File: src/rtl/ram_port_arbiter.sv
// ram_port_arbiter: two-requester round-robin arbiter and sequencer in front of a
// single-port word RAM (synchronous write, combinational read).
//
// Each access takes two cycles: the grant edge captures the winner's request into
// registers that drive the RAM; the following edge commits a write or returns
// registered read data with a one-cycle valid pulse.
//
// Ports:
//   i_clk, i_rst_n               clock (rising edge), asynchronous active-low reset
//   i_reqN/i_weN/i_addrN/i_wdataN  requester N access request, direction, address, data
//   o_gntN                       one-cycle grant pulse for requester N
//   o_rvalidN/o_rdataN           one-cycle read-valid pulse, held read data
//   o_ram_addr/o_ram_data        RAM address and write data
//   o_ram_MemWrite/o_ram_MemRead RAM write / read enables (never both high)
//   i_ram_data                   RAM read data
//   o_busy                       high while an access is in progress
module ram_port_arbiter #(
  parameter int unsigned DATA_WIDTH = 32,
  parameter int unsigned ADDR_WIDTH = 32
) (
  input  logic                  i_clk,
  input  logic                  i_rst_n,
  input  logic                  i_req0,
  input  logic                  i_we0,
  input  logic [ADDR_WIDTH-1:0] i_addr0,
  input  logic [DATA_WIDTH-1:0] i_wdata0,
  output logic                  o_gnt0,
  output logic                  o_rvalid0,
  output logic [DATA_WIDTH-1:0] o_rdata0,
  input  logic                  i_req1,
  input  logic                  i_we1,
  input  logic [ADDR_WIDTH-1:0] i_addr1,
  input  logic [DATA_WIDTH-1:0] i_wdata1,
  output logic                  o_gnt1,
  output logic                  o_rvalid1,
  output logic [DATA_WIDTH-1:0] o_rdata1,
  output logic [ADDR_WIDTH-1:0] o_ram_addr,
  output logic [DATA_WIDTH-1:0] o_ram_data,
  output logic                  o_ram_MemWrite,
  output logic                  o_ram_MemRead,
  input  logic [DATA_WIDTH-1:0] i_ram_data,
  output logic                  o_busy
);

  localparam logic [0:0] StIdle   = 1'b0;
  localparam logic [0:0] StAccess = 1'b1;

  logic [0:0]            state_q, state_d;
  logic                  last_q, last_d;     // requester served most recently
  logic                  gnt0_q, gnt0_d;
  logic                  gnt1_q, gnt1_d;
  logic                  rvalid0_q, rvalid0_d;
  logic                  rvalid1_q, rvalid1_d;
  logic [DATA_WIDTH-1:0] rdata0_q, rdata0_d;
  logic [DATA_WIDTH-1:0] rdata1_q, rdata1_d;
  logic [ADDR_WIDTH-1:0] ram_addr_q, ram_addr_d;
  logic [DATA_WIDTH-1:0] ram_data_q, ram_data_d;
  logic                  ram_we_q, ram_we_d;
  logic                  ram_re_q, ram_re_d;
  logic                  win;

  always_comb begin
    state_d    = state_q;
    last_d     = last_q;
    gnt0_d     = gnt0_q;
    gnt1_d     = gnt1_q;
    rvalid0_d  = 1'b0;
    rvalid1_d  = 1'b0;
    rdata0_d   = rdata0_q;
    rdata1_d   = rdata1_q;
    ram_addr_d = ram_addr_q;
    ram_data_d = ram_data_q;
    ram_we_d   = ram_we_q;
    ram_re_d   = ram_re_q;
    // On conflict the requester not served last wins; otherwise the lone requester.
    win        = (i_req0 && i_req1) ? ~last_q : i_req1;

    case (state_q)
      StIdle: begin
        if (i_req0 || i_req1) begin
          gnt0_d     = ~win;
          gnt1_d     = win;
          ram_addr_d = win ? i_addr1 : i_addr0;
          ram_data_d = win ? i_wdata1 : i_wdata0;
          ram_we_d   = win ? i_we1 : i_we0;
          ram_re_d   = win ? ~i_we1 : ~i_we0;
          last_d     = win;
          state_d    = StAccess;
        end
      end
      StAccess: begin
        // The grant flag still identifies who owns this access.
        if (ram_re_q) begin
          if (gnt1_q) begin
            rdata1_d  = i_ram_data;
            rvalid1_d = 1'b1;
          end else begin
            rdata0_d  = i_ram_data;
            rvalid0_d = 1'b1;
          end
        end
        gnt0_d   = 1'b0;
        gnt1_d   = 1'b0;
        ram_we_d = 1'b0;
        ram_re_d = 1'b0;
        state_d  = StIdle;
      end
      default: state_d = StIdle;
    endcase
  end

  always_ff @(posedge i_clk or negedge i_rst_n) begin
    if (!i_rst_n) begin
      state_q    <= StIdle;
      last_q     <= 1'b1;
      gnt0_q     <= 1'b0;
      gnt1_q     <= 1'b0;
      rvalid0_q  <= 1'b0;
      rvalid1_q  <= 1'b0;
      rdata0_q   <= '0;
      rdata1_q   <= '0;
      ram_addr_q <= '0;
      ram_data_q <= '0;
      ram_we_q   <= 1'b0;
      ram_re_q   <= 1'b0;
    end else begin
      state_q    <= state_d;
      last_q     <= last_d;
      gnt0_q     <= gnt0_d;
      gnt1_q     <= gnt1_d;
      rvalid0_q  <= rvalid0_d;
      rvalid1_q  <= rvalid1_d;
      rdata0_q   <= rdata0_d;
      rdata1_q   <= rdata1_d;
      ram_addr_q <= ram_addr_d;
      ram_data_q <= ram_data_d;
      ram_we_q   <= ram_we_d;
      ram_re_q   <= ram_re_d;
    end
  end

  assign o_gnt0         = gnt0_q;
  assign o_gnt1         = gnt1_q;
  assign o_rvalid0      = rvalid0_q;
  assign o_rvalid1      = rvalid1_q;
  assign o_rdata0       = rdata0_q;
  assign o_rdata1       = rdata1_q;
  assign o_ram_addr     = ram_addr_q;
  assign o_ram_data     = ram_data_q;
  assign o_ram_MemWrite = ram_we_q;
  assign o_ram_MemRead  = ram_re_q;
  assign o_busy         = (state_q == StAccess);

endmodule
File: config.mk
export PLATFORM = sky130hd
export DESIGN_NAME = ram_port_arbiter
export DESIGN_NICKNAME = d
export VERILOG_FILES = /design/src/rtl/ram_port_arbiter.sv
export SDC_FILE = /design/constraint.sdc
export NUM_CORES = 1
export LEC_CHECK = 0
export ABC_CLOCK_PERIOD_IN_PS = 2700
export BUFFER_PORTS_ARGS = -buffer_cell sky130_fd_sc_hd__buf_2
export CAP_MARGIN = 20
export CORE_MARGIN = 3
export CORE_UTILIZATION = 42
export DETAILED_ROUTE_END_ITERATION = 8
export GPL_TIMING_DRIVEN = 0
export PLACE_DENSITY = 0.74
export SYNTH_ARGS = -nofsm -noshare
export SYNTH_HDL_FRONTEND = slang
export SYNTH_SLANG_ARGS = --single-unit
File: constraint.sdc
create_clock -name i_clk -period 2.7 [get_ports i_clk]
set_input_delay 0.27 -clock i_clk [delete_from_list [all_inputs] [get_ports i_clk]]
set_output_delay 0.27 -clock i_clk [all_outputs]
set_load 0.02 [all_outputs]
# Yosys cells after proc, flatten, opt, wreduce, memory -nomap -nowiden
# Cells that the tools add are included.
# op_classes
add_sub_neg	0
mul	0
n_div	0
magnitude_cmp	0
n_eq_ne	1
shifts	0
mux	21
n_bitwise	6
reduce_logical	5
# op_table
op	count
two-way mux 32 bit	2
two-way mux 1 bit	14
case mux 1 bit (2 select lines)	5
inverter 1 bit	6
AND reduction 3 bit	2
!= test 2 bit (second input constant)	1
AND reduction 2 bit	1
logical AND 1 bit	1
logical OR 1 bit	1
# totals
register_bits	136
latchBits	0
ramBits	0
romBits	0
input_bits	166
output_inout_bits	135
word_cells	45
mem_count	0

# Logic depth before layout (Yosys ltp)
# Gate-level depths: netlist of the first run.
# logic_depth
word_depth	5
mapped_depth	6
ltp_nobuf	3

# Least setup slack after synthesis of the first run
# OpenSTA, ideal clock, no wires.
# synth_path
kind	reg-to-reg
from	reg last_q
to	reg ram_addr_q[14], in the netlist o_ram_addr[14]
setup_time_ns	0.129
t_arrival_ns	1.264
slack_ns	1.307
stages_incl_launch_ff	7
path_cell_list	dfstp_2 -> a21bo_1 -> buf_6 -> buf_6 -> buf_6 -> mux2i_1 -> o21ai_1
# synth_between
elab_chain_cells	3
# synth_lines
element	line_no	rtl
start, declared	49	logic last_q, last_d;
start signal, assigned	128	last_q <= last_d;
inverter 1 bit	76	win = (i_req0 && i_req1) ? ~last_q : i_req1;
two-way mux 1 bit	76	
two-way mux 32 bit	83	ram_addr_d = win ? i_addr1 : i_addr0;
end signal, assigned	135	ram_addr_q <= ram_addr_d;
end, declared	56	logic [ADDR_WIDTH-1:0] ram_addr_q, ram_addr_d;
# Every way passes these cells.
# A chain may end at the register's enable or synchronous reset.

# Worst setup path after layout of the first run
# layout_path
from	reg state_q, in the netlist o_busy
to	reg rdata0_q[23], in the netlist o_rdata0[23]
# layout_between
elab_chain_cells	1
# layout_lines
element	line_no	rtl
start, declared	48	logic [0:0] state_q, state_d;
start signal, assigned	114	state_q <= StIdle;
start signal, assigned	127	state_q <= state_d;
AND reduction 3 bit (no line)	n/a	
end signal, assigned	133	rdata0_q <= rdata0_d;
end, declared	54	logic [DATA_WIDTH-1:0] rdata0_q, rdata0_d;
# Every way passes these cells.

==> results.yml, run 1 <==
status:
  status: "finished clean"
finish:
  area_growth_pct: 42.83
  final_area_um2: 7995
  layout_commonest_cell: "buf_2"
  mostFrequentLayoutCells: "313 x buf_2, 135 x dfrtp_1, 66 x nand2_1"
  diodes: 0
  final_net_count: 924
  drive_gt1_frac: 0.5455
synthesis:
  synth_fp_nets: 603
  yosysTopAreaCellShare: 0.6035
  synth.avg_cell_area_um2: 12.81
  synth_top_cell_by_area: "dfrtp_1"
  synth_cell_types: 21
  syn-instance-count: 437
  syn-cell-area_um2: 5598
  ys_ff_latch: 136
  seq_area_frac_synth: 0.6082
  ys_warn_count: 0
  ys_top_cells_by_area: "dfrtp_1 60%, mux2_2 13%, mux2i_1 12%, nand2_1 4.4%, o21ai_0 4.4%"
floorplanning:
  die_y_um: 121.5
  core_area_um2: 12820
  die_w_um: 121.5
  io_pins: 301
  dieArea_um2: 14750
  initial_utilization: 0.4365
  placementRows: 41
placement:
  post_dp_cell_area_um2: 7348
  dp_hpwl_um: 12270
  dp_slack_ns: 1.005
  io_buffers: 300
  place_congestion: 0.8211
hold_path:
  min-delay-start: "i_ram_data[30]"
  min_path_type: "in -> reg"
worst_setup_path:
  arrival_ns: 1.92
  rr_endpoint: "o_rdata0[23]"
  endpoint: "o_rdata0[23]"
  path_class: "reg -> reg"
  crit_required_ns: 3.00
  crit_path_start_kind: "register"
  rrSetupSlack_ns: 1.08
  r2r_cells: 3
  worstSetupStartpoint: "o_busy"
  rr_startpoint: "o_busy"
  end_kind: "register"
  crit_fanout: 10
power:
  finalPower_mw: 8.246
  power_density_nw_per_um2: 1031
  peakVddDrop_mv: 0.3603
  leakagePower_nw: 4.233
sta:
  max_slew_margin: 0.5844
  fin_skew_ns: 0.01389
  fin_ws_ns: 1.078
  holdWs_ns: 0.09348
  rsz0062_at_grt: "no"
  slew_viol_final: 0
  fin_crit_ns: 1.622
  finalCritPeriodShare: 0.6006
  worstMarginPinSlew_ns: 0.6234
  finalHoldViolations: 0
  setup_viol: 0
  fmax_mhz: 616.7
cts:
  clk_pin_slew_worst_paths_ns: 0.06
  htreeDepth: 4
  clkSinkCount: 136
  cts_tree: "yes"
  cts_setup_buffers: 0
  cts_buffers: 17
  clock_latency_ns: 0.42
  cts-root-buf: "clkbuf_16"
  clockBufferDepth: 2
global_routing:
  grt.overflow.total: 0
  grt_pass1_vias: 4675
  grt_max_degree: 70
  grt_first_pass_wirelength_um: 23700
  grt_use_total: 0.2095
  antenna_found_initial: 0
route:
  first_pass_iters: 6
  via_per_inst: 4.834
  first_iter_violations: 181
  drc: 0
  antenna_left: 0
  drt-total-wl_um: 15570
  wl_per_cell_um: 16.53
  num_vias: 4554
job:
  drv_cap: 0
## per-stage QoR
step                      cells  utilization  setup TNS [ns]
final                       942       0.6234               0
after global routing        942       0.6234               0
after CTS                   942       0.6234               0
after detailed placement    910       0.5730               0
after global placement      909       0.5703          -42.71
after floorplan             437            -               0
## synth_stat cells (all sizes together)
master,instances
dfrtp,135
nand2,66
o21ai,66
mux2i,65
mux2,64
buf,22
clkbuf,6
inv,3
a22o,2
a21bo,1
a21oi,1
dfstp,1
nand2b,1
nand3,1
nand3b,1
nor3,1
o21bai,1
## state kept, by name, indices dropped and copies added, names as in the netlist
register,count
o_rvalid0,1
o_rvalid1,1
o_busy,1
last_q,1
o_rdata1,32
o_gnt1,1
o_ram_data,32
o_ram_MemRead,1
o_rdata0,32
o_ram_addr,32
o_gnt0,1
o_ram_MemWrite,1
## worst min path at each step
stage,endpoint,slack (ns),cells past startpoint
after global routing,o_rdata0[30],0.09,2
after floorplan,o_busy,-0.03,0
after CTS,o_rdata0[30],0.08,2
after detailed placement,o_rdata1[20],0.31,1
final,o_rdata0[30],0.09,2
after global placement,o_ram_data[21],0.46,2
## critical path, stage by stage (launching register included)
cell and delay, ns:
dfrtp_1 0.44, nand3b_1 0.33, buf_2 0.35, mux2_2 0.39
## metal layers
layer,part of all wire,vias to the layer above,track usage
met5,0,-,0
met4,0.017,0,0.07213
met3,0.076,24,0.06107
met2,0.51,198,0.3634
met1,0.39,2171,0.2481
li1,-,2161,-
## logic make-up (layout without fill, tap and decap cells)
| family | count (synthesis) | count (layout) | synth area share |
|---|---|---|---|
| AOI/OAI and AO/OA | 71 | 71 | 0.06616 |
| buffers and inverters | 31 | 364 | 0.03219 |
| DFF | 136 | 136 | 0.6082 |
| muxes | 129 | 129 | 0.2450 |
| and+or+nand+nor | 70 | 70 | 0.04850 |
## final cells by class
| class | instances | area (um2) |
|---|---|---|
| repair buffers | 302 | 1545 |
| fillers | 1043 | 4830 |
| clock inverters | 11 | 170.2 |
| flip-flops and latches | 136 | 3405 |
| clock buffers | 20 | 466.7 |
| well taps | 172 | 215.2 |
| plain buffers | 28 | 168.9 |
| multi-input cells | 270 | 2013 |
| inverters | 3 | 11.26 |
## power by group
| part | internal (mW) | switching, mW | leakage (nW) |
|---|---|---|---|
| combinational | 1.07 | 1.64 | 2.30 |
| clock | 1.61 | 0.856 | 0.305 |
| sequential | 2.72 | 0.341 | 1.63 |
| total | 5.41 | 2.84 | 4.23 |
## what timing repair did
item / 4_1_cts / 5_1_grt
resized for setup: 0 / 0
endpoints found under the setup margin: 0 / 0
endpoints found under the hold margin: 67 / 0
hold buffers: 1 / 0
(Power assumes the default switching activity.)
==> run 2: changes to the inputs <==
Settings changed: ABC_CLOCK_PERIOD_IN_PS 2700 to 1400, CORE_UTILIZATION 42 to 41, PLACE_DENSITY 0.74 to 0.75.
Clock period 2.7 ns to 1.4 ns, I/O delays scaled along.
==> run 2 against run 1 <==
The flow now finishes with violations (setup timing). Via count increased by 8.9%. Power is 94% higher. Worst hold slack lost 0.091 ns. Combinational power increased by 110%. Global-route usage grew 1.2 points. Design area grew 10%. First-iteration DRC count rose by 14%. Sequential share of layout area down 3.9 points. Fmax increased by 8.2%. Core utilization increased by 4.0 points. Critical path type unchanged. Critical endpoint is now o_ram_addr[19]. Highest routed layer unchanged.
==> results.yml, run 2 (synthesis gave the netlist of run 1 again) <==
placement:
  dpl.cell_count: 914
  dp_hpwl_um: 12480
  io_buffers: 300
  place_congestion: 0.8330
  post_dp_cell_area_um2: 7353
sta:
  rsz0062_at_grt: "yes"
  fin_ws_ns: -0.09872
  finalCritPeriodShare: 1.071
  worstMarginPinSlew_ns: 0.6369
  setup_tns_ns: -2.674
  fin_crit_ns: 1.499
  fin_skew_ns: 0.01019
  finalHoldViolations: 0
  holdWs_ns: 0.002664
  max_slew_margin: 0.5754
  fmax_mhz: 667.2
  slew_viol_final: 0
  setup_viol: 61
worst_setup_path:
  crit_chain: "a21bo_1 > buf_6 > buf_12 > buf_12 > mux2i_2 > o21ai_1"
  rr_startpoint: "last_q"
  end_kind: "register"
  slowest_delay_ns: 0.53
  crit_path_start_kind: "register"
  crit_top_cell: "buf_12"
  rr_endpoint: "o_ram_addr[19]"
  path_class: "reg -> reg"
  arrival_ns: 1.79
  crit_fanout: 10
  r2r_cells: 6
  endpoint: "o_ram_addr[19]"
  crit_required_ns: 1.69
  worstSetupStartpoint: "last_q"
  crit_path_top_delay_cell: "dfstp_2"
  rrSetupSlack_ns: -0.1
finish:
  drive_gt1_frac: 0.5594
  diodes: 0
  utilization: 0.6632
  area_growth_pct: 57.51
  fin_cells: 1009
  final_area_um2: 8817
  final_net_count: 986
  mostFrequentLayoutCells: "304 x buf_2, 133 x dfrtp_1, 66 x nand2_1"
  layout_commonest_cell: "buf_2"
floorplanning:
  die_w_um: 122.8
  io_pins: 301
  placementRows: 42
  die_y_um: 122.8
  dieArea_um2: 15090
  initial_utilization: 0.4210
  core_area_um2: 13300
route:
  via_per_inst: 4.914
  wl_met1_um: 6233
  first_pass_iters: 4
  dr.max_layer_used: "met4"
  dr_wl_met3_um: 1410
  first_iter_violations: 206
  wl_per_cell_um: 17.25
  num_vias: 4958
  drt-total-wl_um: 17410
  antenna_left: 0
  met2WireLength_um: 9024
  drc: 0
hold_path:
  hold_depth: 3
  min-delay-start: "i_wdata1[0]"
  min_path_type: "in -> reg"
cts:
  cts_tree: "yes"
  clock_latency_ns: 0.41
  clockBufferDepth: 2
  cts-root-buf: "clkbuf_16"
  clk_pin_slew_worst_paths_ns: 0.06
  cts_buffers: 17
  htreeDepth: 4
  clkSinkCount: 136
global_routing:
  grt.overflow.total: 0
  grt_use_total: 0.2220
  grt_max_degree: 72
  antenna_found_initial: 0
  grt_first_pass_wirelength_um: 25470
  grt_pass1_vias: 5145
status:
  failed_checks: "setup timing"
  status: "finished with violations"
power:
  leakagePower_nw: 4.498
  power_density_nw_per_um2: 1816
  peakVddDrop_mv: 0.7470
job:
  drv_cap: 0
-- run 2: cell count changes in the layout (fill, tap and decap cells not counted), sizes merged --
| cell | change |
|---|---|
| clkinv | -1 |
| bufinv | -3 |
| dlygate4sd3 | +46 |
| buf | +12 |
| clkinvlp | +1 |
| clkbuf | +7 |
| inv | +1 |
-- run 2: worst min path at each step --
stage / slack, ns / to
after global routing: 0.005 / o_ram_data[3]
after global placement: 0.39 / o_rdata0[16]
after floorplan: -0.16 / o_busy
after CTS: 0.001 / o_ram_addr[24]
final: 0.003 / o_ram_data[0]
after detailed placement: 0.19 / o_rdata1[11]
-- run 2: area by class of cell --
| type | instances | area [um2] |
|---|---|---|
| inverters | 3 | 11.26 |
| clock inverters | 9 | 87.58 |
| repair buffers | 364 | 2161 |
| well taps | 176 | 220.2 |
| clock buffers | 23 | 508.0 |
| multi-input cells | 270 | 2145 |
| fillers | 976 | 4478 |
| flip-flops and latches | 136 | 3407 |
| plain buffers | 28 | 277.8 |
-- run 2: per-layer routing --
metal  track usage  vias to the layer above
li1              -                     2285
met1        0.2381                     2380
met2        0.3881                      241
met3       0.06636                       52
met4        0.1253                        0
met5             0                        -
-- run 2: timing repair --
item,4_1_cts,5_1_grt
buffers inserted,4,10
gates resized for setup,26,60
hold endpoints to repair,136,0
hold buffers,47,0
cloned,0,2
pin swaps,1,0
setup endpoints to repair,126,120
-- run 2: critical path, delay by kind of cell (launching register included) --
family / cells / cell delay [ns]
multiplexers: 1 / 0.23
AO/OA/AOI/OAI: 2 / 0.19
flip-flops: 1 / 0.53
buffers and inverters: 3 / 0.42
-- run 2: where the power goes --
part / switching [mW] / leakage (nW) / internal (mW)
clock: 1.63 / 0.284 / 2.73
sequential: 0.697 / 1.63 / 5.25
combinational: 3.36 / 2.59 / 2.35
total: 5.68 / 4.50 / 10.3
-- run 2: per-stage QoR --
| step | setup WS (ns) | power (mW) |
|---|---|---|
| after floorplan | 0.006520 | 9.056 |
| after global placement | -1.468 | 11.08 |
| after detailed placement | -0.1922 | 11.32 |
| after CTS | -0.09439 | 15.91 |
| after global routing | -0.1542 | 16.82 |
| final | -0.09872 | 16.02 |
